==> config.mk <==
export PLATFORM = sky130hd
export DESIGN_NAME = ssm_y_stream_out
export DESIGN_NICKNAME = d
export VERILOG_FILES = /design/src/rtl/mamba2_fp16_pkg.sv /design/src/rtl/ssm_y_stream_out.sv
export SDC_FILE = /design/constraint.sdc
export NUM_CORES = 1
export LEC_CHECK = 0
export ABC_AREA = 1
export CELL_PAD_IN_SITES_DETAIL_PLACEMENT = 1
export CELL_PAD_IN_SITES_GLOBAL_PLACEMENT = 1
export CORE_MARGIN = 3
export CORE_UTILIZATION = 33
export CTS_CLUSTER_DIAMETER = 60
export DETAILED_ROUTE_END_ITERATION = 10
export MAX_ROUTING_LAYER = met4
export PLACE_DENSITY = 0.84
export SYNTH_ARGS = -nofsm -noshare
export SYNTH_HDL_FRONTEND = slang
export SYNTH_SLANG_ARGS = --single-unit
==> constraint.sdc <==
create_clock -name clk -period 2.2 [get_ports clk]
set_input_delay 0.44 -clock clk [delete_from_list [all_inputs] [get_ports clk]]
set_output_delay 0.44 -clock clk [all_outputs]
set_load 0.05 [all_outputs]
==> src/rtl/mamba2_fp16_pkg.sv <==
`default_nettype none
// ============================================================================
// Module      : mamba2_fp16_pkg
// Description : Shared constants for the Mamba-2 FP16 datapath blocks.
//               Holds the FP16 word width and the default batch / head /
//               head-dimension / state-dimension sizes used as parameter
//               defaults by the blocks that import this package.
// Revision    : 1.0 - initial release
// ============================================================================
package mamba2_fp16_pkg;

    // IEEE-754 half-precision word width
    localparam int FP16_W = 16;

    // Default model dimensions
    localparam int DEF_B = 1;   // batch count
    localparam int DEF_H = 4;   // head count
    localparam int DEF_P = 4;   // head dimension
    localparam int DEF_N = 16;  // state dimension

endpackage : mamba2_fp16_pkg
`default_nettype wire

==> src/rtl/ssm_y_stream_out.sv <==
`default_nettype none
// ============================================================================
// Module      : ssm_y_stream_out
// Description : Captures the flat SSM output vector y_flat when the SSM block
//               signals completion and streams it out one FP16 word per
//               valid/ready handshake, lowest index first.
//
// Ports       :
//   clk        in   1           single clock, rising edge
//   rst        in   1           synchronous active-high reset
//   done       in   1           SSM completion flag (level or pulse)
//   y_flat     in   B*H*P*DW    SSM output vector, word i = y_flat[DW*i +: DW]
//   out_data   out  DW          streamed FP16 word
//   out_valid  out  1           out_data valid
//   out_ready  in   1           downstream accept
//   out_last   out  1           high with final word (index B*H*P-1)
//   busy       out  1           a frame is held / streaming
//   overflow   out  1           sticky: a completion arrived mid-frame and
//                               its frame was dropped
//
// Revision    : 1.0 - initial release
// ============================================================================
module ssm_y_stream_out
    import mamba2_fp16_pkg::*;
#(
    parameter int B  = DEF_B,
    parameter int H  = DEF_H,
    parameter int P  = DEF_P,
    parameter int DW = FP16_W
) (
    input  wire logic                  clk,
    input  wire logic                  rst,
    input  wire logic                  done,
    input  wire logic [B*H*P*DW-1:0]   y_flat,
    output logic      [DW-1:0]         out_data,
    output logic                       out_valid,
    input  wire logic                  out_ready,
    output logic                       out_last,
    output logic                       busy,
    output logic                       overflow
);

    // ------------------------------------------------------------------------
    // Constants
    // ------------------------------------------------------------------------
    localparam int C_WORDS = B * H * P;
    localparam int C_IDX_W = (C_WORDS > 1) ? $clog2(C_WORDS) : 1;
    localparam logic [C_IDX_W-1:0] C_LAST_IDX = C_IDX_W'(C_WORDS - 1);

    // State encoding
    localparam logic [0:0] S_IDLE   = 1'b0;
    localparam logic [0:0] S_STREAM = 1'b1;

    // ------------------------------------------------------------------------
    // Registers
    // ------------------------------------------------------------------------
    logic [0:0]             r_state;
    logic [C_IDX_W-1:0]     r_index;
    logic [C_WORDS*DW-1:0]  r_frame;
    logic                   r_done_q;
    logic                   r_armed;
    logic                   r_overflow;
    logic [DW-1:0]          r_data;
    logic                   r_last;

    // ------------------------------------------------------------------------
    // Combinational helpers
    // ------------------------------------------------------------------------
    logic                   w_start;
    logic                   w_accept;
    logic                   w_at_last;
    logic [C_IDX_W-1:0]     w_idx_inc;
    logic [DW-1:0]          w_next_word;

    always_comb begin
        // r_armed blocks a "rising edge" that is really just done having been
        // high since before reset released; done must be seen low first.
        w_start     = done & ~r_done_q & r_armed;
        w_accept    = (r_state == S_STREAM) & out_ready;
        w_at_last   = (r_index == C_LAST_IDX);
        // Never step past the last word, so the part-select stays in range
        // even when the word count is not a power of two.
        w_idx_inc   = w_at_last ? '0 : r_index + 1'b1;
        w_next_word = r_frame[DW*w_idx_inc +: DW];
    end

    // ------------------------------------------------------------------------
    // Edge detect, frame capture, index counter and FSM
    // ------------------------------------------------------------------------
    always_ff @(posedge clk) begin
        if (rst) begin
            r_state    <= S_IDLE;
            r_index    <= '0;
            r_frame    <= '0;
            r_done_q   <= 1'b0;
            r_armed    <= ~done;
            r_overflow <= 1'b0;
            r_data     <= '0;
            r_last     <= 1'b0;
        end else begin
            r_done_q <= done;
            r_armed  <= r_armed | ~done;

            case (r_state)
                S_IDLE: begin
                    if (w_start) begin
                        r_state <= S_STREAM;
                        r_frame <= y_flat;
                        r_index <= '0;
                        r_data  <= y_flat[DW-1:0];
                        r_last  <= (C_LAST_IDX == '0);
                    end
                end

                S_STREAM: begin
                    if (w_accept && w_at_last) begin
                        if (w_start) begin
                            // Back-to-back frame: the new completion lands
                            // exactly as the old frame drains, so reload
                            // without an idle cycle.
                            r_frame <= y_flat;
                            r_index <= '0;
                            r_data  <= y_flat[DW-1:0];
                            r_last  <= (C_LAST_IDX == '0);
                        end else begin
                            r_state <= S_IDLE;
                            r_index <= '0;
                            r_data  <= '0;
                            r_last  <= 1'b0;
                        end
                    end else begin
                        // A completion while the frame is still draining has
                        // nowhere to go: drop it and flag it.
                        if (w_start) begin
                            r_overflow <= 1'b1;
                        end
                        if (w_accept) begin
                            r_index <= w_idx_inc;
                            r_data  <= w_next_word;
                            r_last  <= (w_idx_inc == C_LAST_IDX);
                        end
                    end
                end

                default: begin
                    r_state <= S_IDLE;
                    r_index <= '0;
                    r_data  <= '0;
                    r_last  <= 1'b0;
                end
            endcase
        end
    end

    // ------------------------------------------------------------------------
    // Outputs
    // ------------------------------------------------------------------------
    assign out_data  = r_data;
    assign out_valid = (r_state == S_STREAM);
    assign out_last  = r_last;
    assign busy      = (r_state == S_STREAM);
    assign overflow  = r_overflow;

endmodule : ssm_y_stream_out
`default_nettype wire
==> reports/results.txt, run 1 <==
Crit-path slowest cell -> clkdlybuf4s50_1
share of the synthesized area in the top cell type -> 0.421
total power -> 0.0136 W
most common cell after layout, fill and taps aside -> nand3_1
Yosys reg bits -> 281
Root Driver -> clkbuf_16
Hold Path Origin -> rst
Final Max Tran Viols -> 0
worst-path maximum fanout -> 2
Reg2Reg Setup Slack -> 40 ps
GRT Overall Usage -> 0.257
port buffer count -> 279
Crit path largest cell delay -> 850 ps
Inst Count DP -> 2,621
WL/cell -> 21.1 µm
hold buffer count at cts -> 0
DR pass1 iterations -> 5
clock sinks -> 281
Core Rows -> 73
top post-synthesis cells by area -> dfxtp_1, nand3_1, nand2_1, a21oi_1, inv_1
hold path cells -> 2
final hold viol count -> 0
Area Overhead vs Synth -> 35.7%
worst-margin pin slew -> 705 ps
Max-Slew Margin vs Limit -> 0.530
number of vias per cell -> 5.50
critical path required time -> 1760 ps
status -> completed
total grt overflow -> 0
largest net degree at the start of global routing -> 131
Initial Util -> 0.335
hold endpoint -> r_frame[6]
Lkg Pwr -> 6.59 nW
Final ANT Viol Nets -> 0
Post-Syn Area per Cell -> 6.91 µm²
YS warnings -> 0
# nets final -> 2,400
Setup Skew -> 23.0 ps
Cell Chain, Critical Path -> clkdlybuf4s50_1
crit end category -> primary output
CTS tree -> done
GPL Wtd Cong -> 0.889
IO Pins -> 280
final setup margin -> 27.8 ps
Worst Setup Start Kind -> flop
H-Tree Level Count -> 2
routed vias -> 14,800
dpl ws -> -177 ps
initial antenna violation count -> 0
reg2reg end -> out_data[7]
Die ar. -> 0.0430 mm²
Hold WC Path Type -> in -> reg
mapped cell area -> 0.0134 mm²
Worst-path clk slew -> 60 ps
delay-heaviest family, CP -> buffers and inverters
period utilization -> 0.987
worst vdd ir -> 0.000567 V
layout cells sized above 1 -> 0.0685
fin cells -> 2,687
Max-cap violations -> 0
first-pass GRT wire length -> 86,300 µm
reg2reg start -> r_index[1]
sequential cell area fraction in the yosys report -> 0.421
commonest cells after routing, fill and taps aside -> nand3_1, nand2_1, a21oi_1, dfxtp_1, clkdlybuf4s50_1
synth unique cells -> 24
drt drc -> 0
Final Setup Violations -> 0
reg2reg path depth -> 9
chip width -> 207 µm
Cells after Synth -> 1,934
1st-iter DRT viols -> 1,158
Buf/Inv on CP -> 1
Total Wirelength -> 56,600 µm
total CTS buffers -> 34
Yosys top cell by area -> dfxtp_1
Syn Nets -> 2,196
HPWL after DPL -> 38,300 µm
Power Density -> 749 mW/mm²
Worst Path Arrival -> 1730 ps
Core Area -> 0.0399 mm²
Worst Path Class, Setup -> reg -> out
clk buf depth -> 3
vias in the first global route -> 15,100
Tmin final -> 2170 ps
Die Ht -> 207 µm
Clock Latency Late Sink -> 530 ps
fmax -> 460 MHz
## cell families (layout without fill, tap and decap cells)
kind of cell,count (synthesis),in the layout,share of synthesized area
simple gates,1044,1044,0.359
compound gates,313,313,0.118
buf+inv,294,521,0.100
flops,281,281,0.421
fa+ha+maj,2,2,0.00187
other cells,0,1,0
## layer usage
layer  GRT usage  wire (µm)  share of wire
met1       0.339      25300           0.45
met5           -          0              0
met3      0.0358       3210          0.057
met2       0.414      26700           0.47
met4      0.0728       1520          0.027
## power breakdown
part	switching (W)	internal (W)	total (W)
Clock	0.00221	0.00341	0.00563
Sequential	0.000172	0.00538	0.00555
Combinational	0.00134	0.00107	0.00241
Total	0.00372	0.00986	0.0136
## worst max-delay path by stage
stage / startpoint / to / cells after the start
global route: r_index[1] / out_data[11] / 10
CTS: out_data[0] / out_data[0] / 1
detailed placement: done / r_frame[188] / 9
global placement: done / r_frame[71] / 9
floorplan: r_index[0] / out_data[10] / 13
finish: out_data[0] / out_data[0] / 1
## area by class of cell
| cell class | instances | area [µm²] |
|---|---|---|
| inverters | 111 | 422 |
| fillers | 4956 | 21800 |
| clock inverters | 6 | 58.8 |
| clock buffers | 53 | 1060 |
| diodes | 1 | 2.50 |
| multi-input cells | 1359 | 6510 |
| well taps | 525 | 657 |
| repair buffers | 351 | 3810 |
| flip-flops and latches | 281 | 5630 |
## repair_timing
item / 4_1_cts / 5_1_grt
pin swaps: 0 / 1
resized for setup: 10 / 11
endpoints found under the setup margin: 225 / 146
gates cloned: 3 / 1
setup buffers: 0 / 2
## registers in the layout (all words and copies together), names as in the netlist
name and flops:
r_done_q 1, r_index 4, out_data 16, out_last 1, busy 1, r_frame 256
overflow 1, r_armed 1
## stage by stage
step | TNS, ps | area [µm²] | util | hold slack, ps
final | 0 | 18100 | 0.454 | 313
after global routing | -6.85 | 18100 | 0.454 | 325
after CTS | 0 | 18000 | 0.452 | 293
after detailed placement | -15710 | 16800 | 0.420 | 459
after global placement | -6400 | 16800 | 0.420 | 444
after floorplan | 0 | 13400 | - | 459
## cell usage after synthesis, drive strengths merged
master  instances
clkbuf         84
nand3         579
nand4           1
clkinv          1
buf            99
nand3b         32
nor2            7
dfxtp         281
o21ai          19
o221ai          1
ha              2
nor3            1
inv           110
nand2         424
a21oi         293
No activity file was read; power rests on OpenSTA's default activity.
==> inputs of run 2 (changes only) <==
--- a/config.mk
+++ b/config.mk
@@ -8,12 +8,12 @@
 export ABC_AREA = 1
 export CELL_PAD_IN_SITES_DETAIL_PLACEMENT = 1
 export CELL_PAD_IN_SITES_GLOBAL_PLACEMENT = 1
-export CORE_MARGIN = 3
+export CORE_MARGIN = 10
 export CORE_UTILIZATION = 33
 export CTS_CLUSTER_DIAMETER = 60
 export DETAILED_ROUTE_END_ITERATION = 10
 export MAX_ROUTING_LAYER = met4
-export PLACE_DENSITY = 0.84
+export PLACE_DENSITY = 0.8
 export SYNTH_ARGS = -nofsm -noshare
 export SYNTH_HDL_FRONTEND = slang
 export SYNTH_SLANG_ARGS = --single-unit
==> reports/results.txt, run 2 (synthesized netlist as in run 1, its figures left out) <==
Clock Latency Late Sink -> 520 ps
worst-path maximum fanout -> 2
IO Pins -> 280
most flop-heavy register -> r_frame
Tmin final -> 2170 ps
first-pass GRT wire length -> 86,300 µm
fmax -> 461 MHz
routing usage on met2 -> 0.358
Crit-path slowest cell -> clkdlybuf4s50_1
critical path required time -> 1760 ps
Crit path largest cell delay -> 840 ps
Max-cap violations -> 0
M1 GR Usage -> 0.291
initial antenna violation count -> 2
Hold WC Path Type -> in -> reg
largest net degree at the start of global routing -> 128
Worst-path clk slew -> 60 ps
vias in the first global route -> 14,800
Max-Slew Margin vs Limit -> 0.583
dpl ws -> -168 ps
total power -> 0.0137 W
final setup margin -> 32.3 ps
Die Ht -> 221 µm
period utilization -> 0.985
Final Max Tran Viols -> 0
worst-margin pin slew -> 625 ps
total CTS buffers -> 35
crit end category -> primary output
clock sinks -> 281
Core Rows -> 73
Lkg Pwr -> 6.66 nW
GRT Overall Usage -> 0.223
final hold viol count -> 0
Worst Path Class, Setup -> reg -> out
layout cells sized above 1 -> 0.0738
Worst Setup Start Kind -> flop
Top Usage Layer GRT -> met2
1st-iter DRT viols -> 1,405
Buf/Inv on CP -> 1
port buffer count -> 279
CTS tree -> done
Initial Util -> 0.335
GPL Wtd Cong -> 0.842
Final Setup Violations -> 0
Final ANT Viol Nets -> 0
most common cell after layout, fill and taps aside -> nand3_1
Power Density -> 751 mW/mm²
Core Area -> 0.0399 mm²
reg2reg start -> r_index[0]
WL/cell -> 21.5 µm
# nets final -> 2,409
Total Wirelength -> 58,000 µm
DR pass1 iterations -> 6
clk buf depth -> 3
Cell Chain, Critical Path -> clkdlybuf4s50_1
hold_ws -> 385 ps
max FFs per register -> 256
hold buffer count at cts -> 0
worst vdd ir -> 0.000497 V
status -> completed
total grt overflow -> 0
drt drc -> 0
total negative slack -> 0 ps
HPWL after DPL -> 39,300 µm
Worst Path Arrival -> 1730 ps
routed vias -> 14,600
number of vias per cell -> 5.43
Hold Path Origin -> rst
post-layout util -> 0.458
Die ar. -> 0.0490 mm²
Area Overhead vs Synth -> 36.7%
commonest cells after routing, fill and taps aside -> nand3_1, nand2_1, a21oi_1, dfxtp_1, clkdlybuf4s50_1
H-Tree Level Count -> 2
Setup Skew -> 15.6 ps
delay-heaviest family, CP -> buffers and inverters
critical path launch point -> out_data[9]
chip width -> 221 µm
Root Driver -> clkbuf_16
met3 Use GR -> 0.0298
==> run 2: report_power, final <==
group,internal [W],switching [W],total [W]
combinational,0.00106,0.00132,0.00237
sequential,0.00538,0.000164,0.00554
clock,0.00353,0.00228,0.00580
==> run 2: stage by stage <==
step                      cell area [µm²]  std cells
after floorplan                     13400       1934
after global placement              16800       2625
after detailed placement            16800       2625
after CTS                           17900       2683
after global routing                18300       2695
final                               18300       2695
==> run 2: routing by layer <==
layer  wire (µm)  vias to the layer above
met4        1100                        0
met3        3340                       68
met5           0                        -
met1       25900                     7118
met2       27600                      522
li1            -                     6931
==> run 2: path summary, 6_finish.rpt <==
| path | end | slack [ps] | depth (start not counted) |
|---|---|---|---|
| min reg2reg | overflow | 470 | 2 |
| min | r_done_q | 380 | 2 |
| max | out_data[9] | 30 | 1 |
| max reg2reg | out_data[14] | 60 | 12 |
==> run 2: timing repair <==
action / in CTS / in global routing
gates resized for setup: 3 / 25
pin swaps: 0 / 1
hold endpoints to repair: 0 / 0
setup buffers: 0 / 3
gates cloned: 0 / 7
endpoints found under the setup margin: 3 / 122
==> run 2: layout make-up <==
class,instances,area [µm²]
fillers,4898,21600
multi-input cells,1360,6510
flip-flops and latches,281,5630
repair buffers,358,3910
clock buffers,44,950
well taps,525,657
inverters,111,430
clock inverters,14,189
diodes,2,5.00
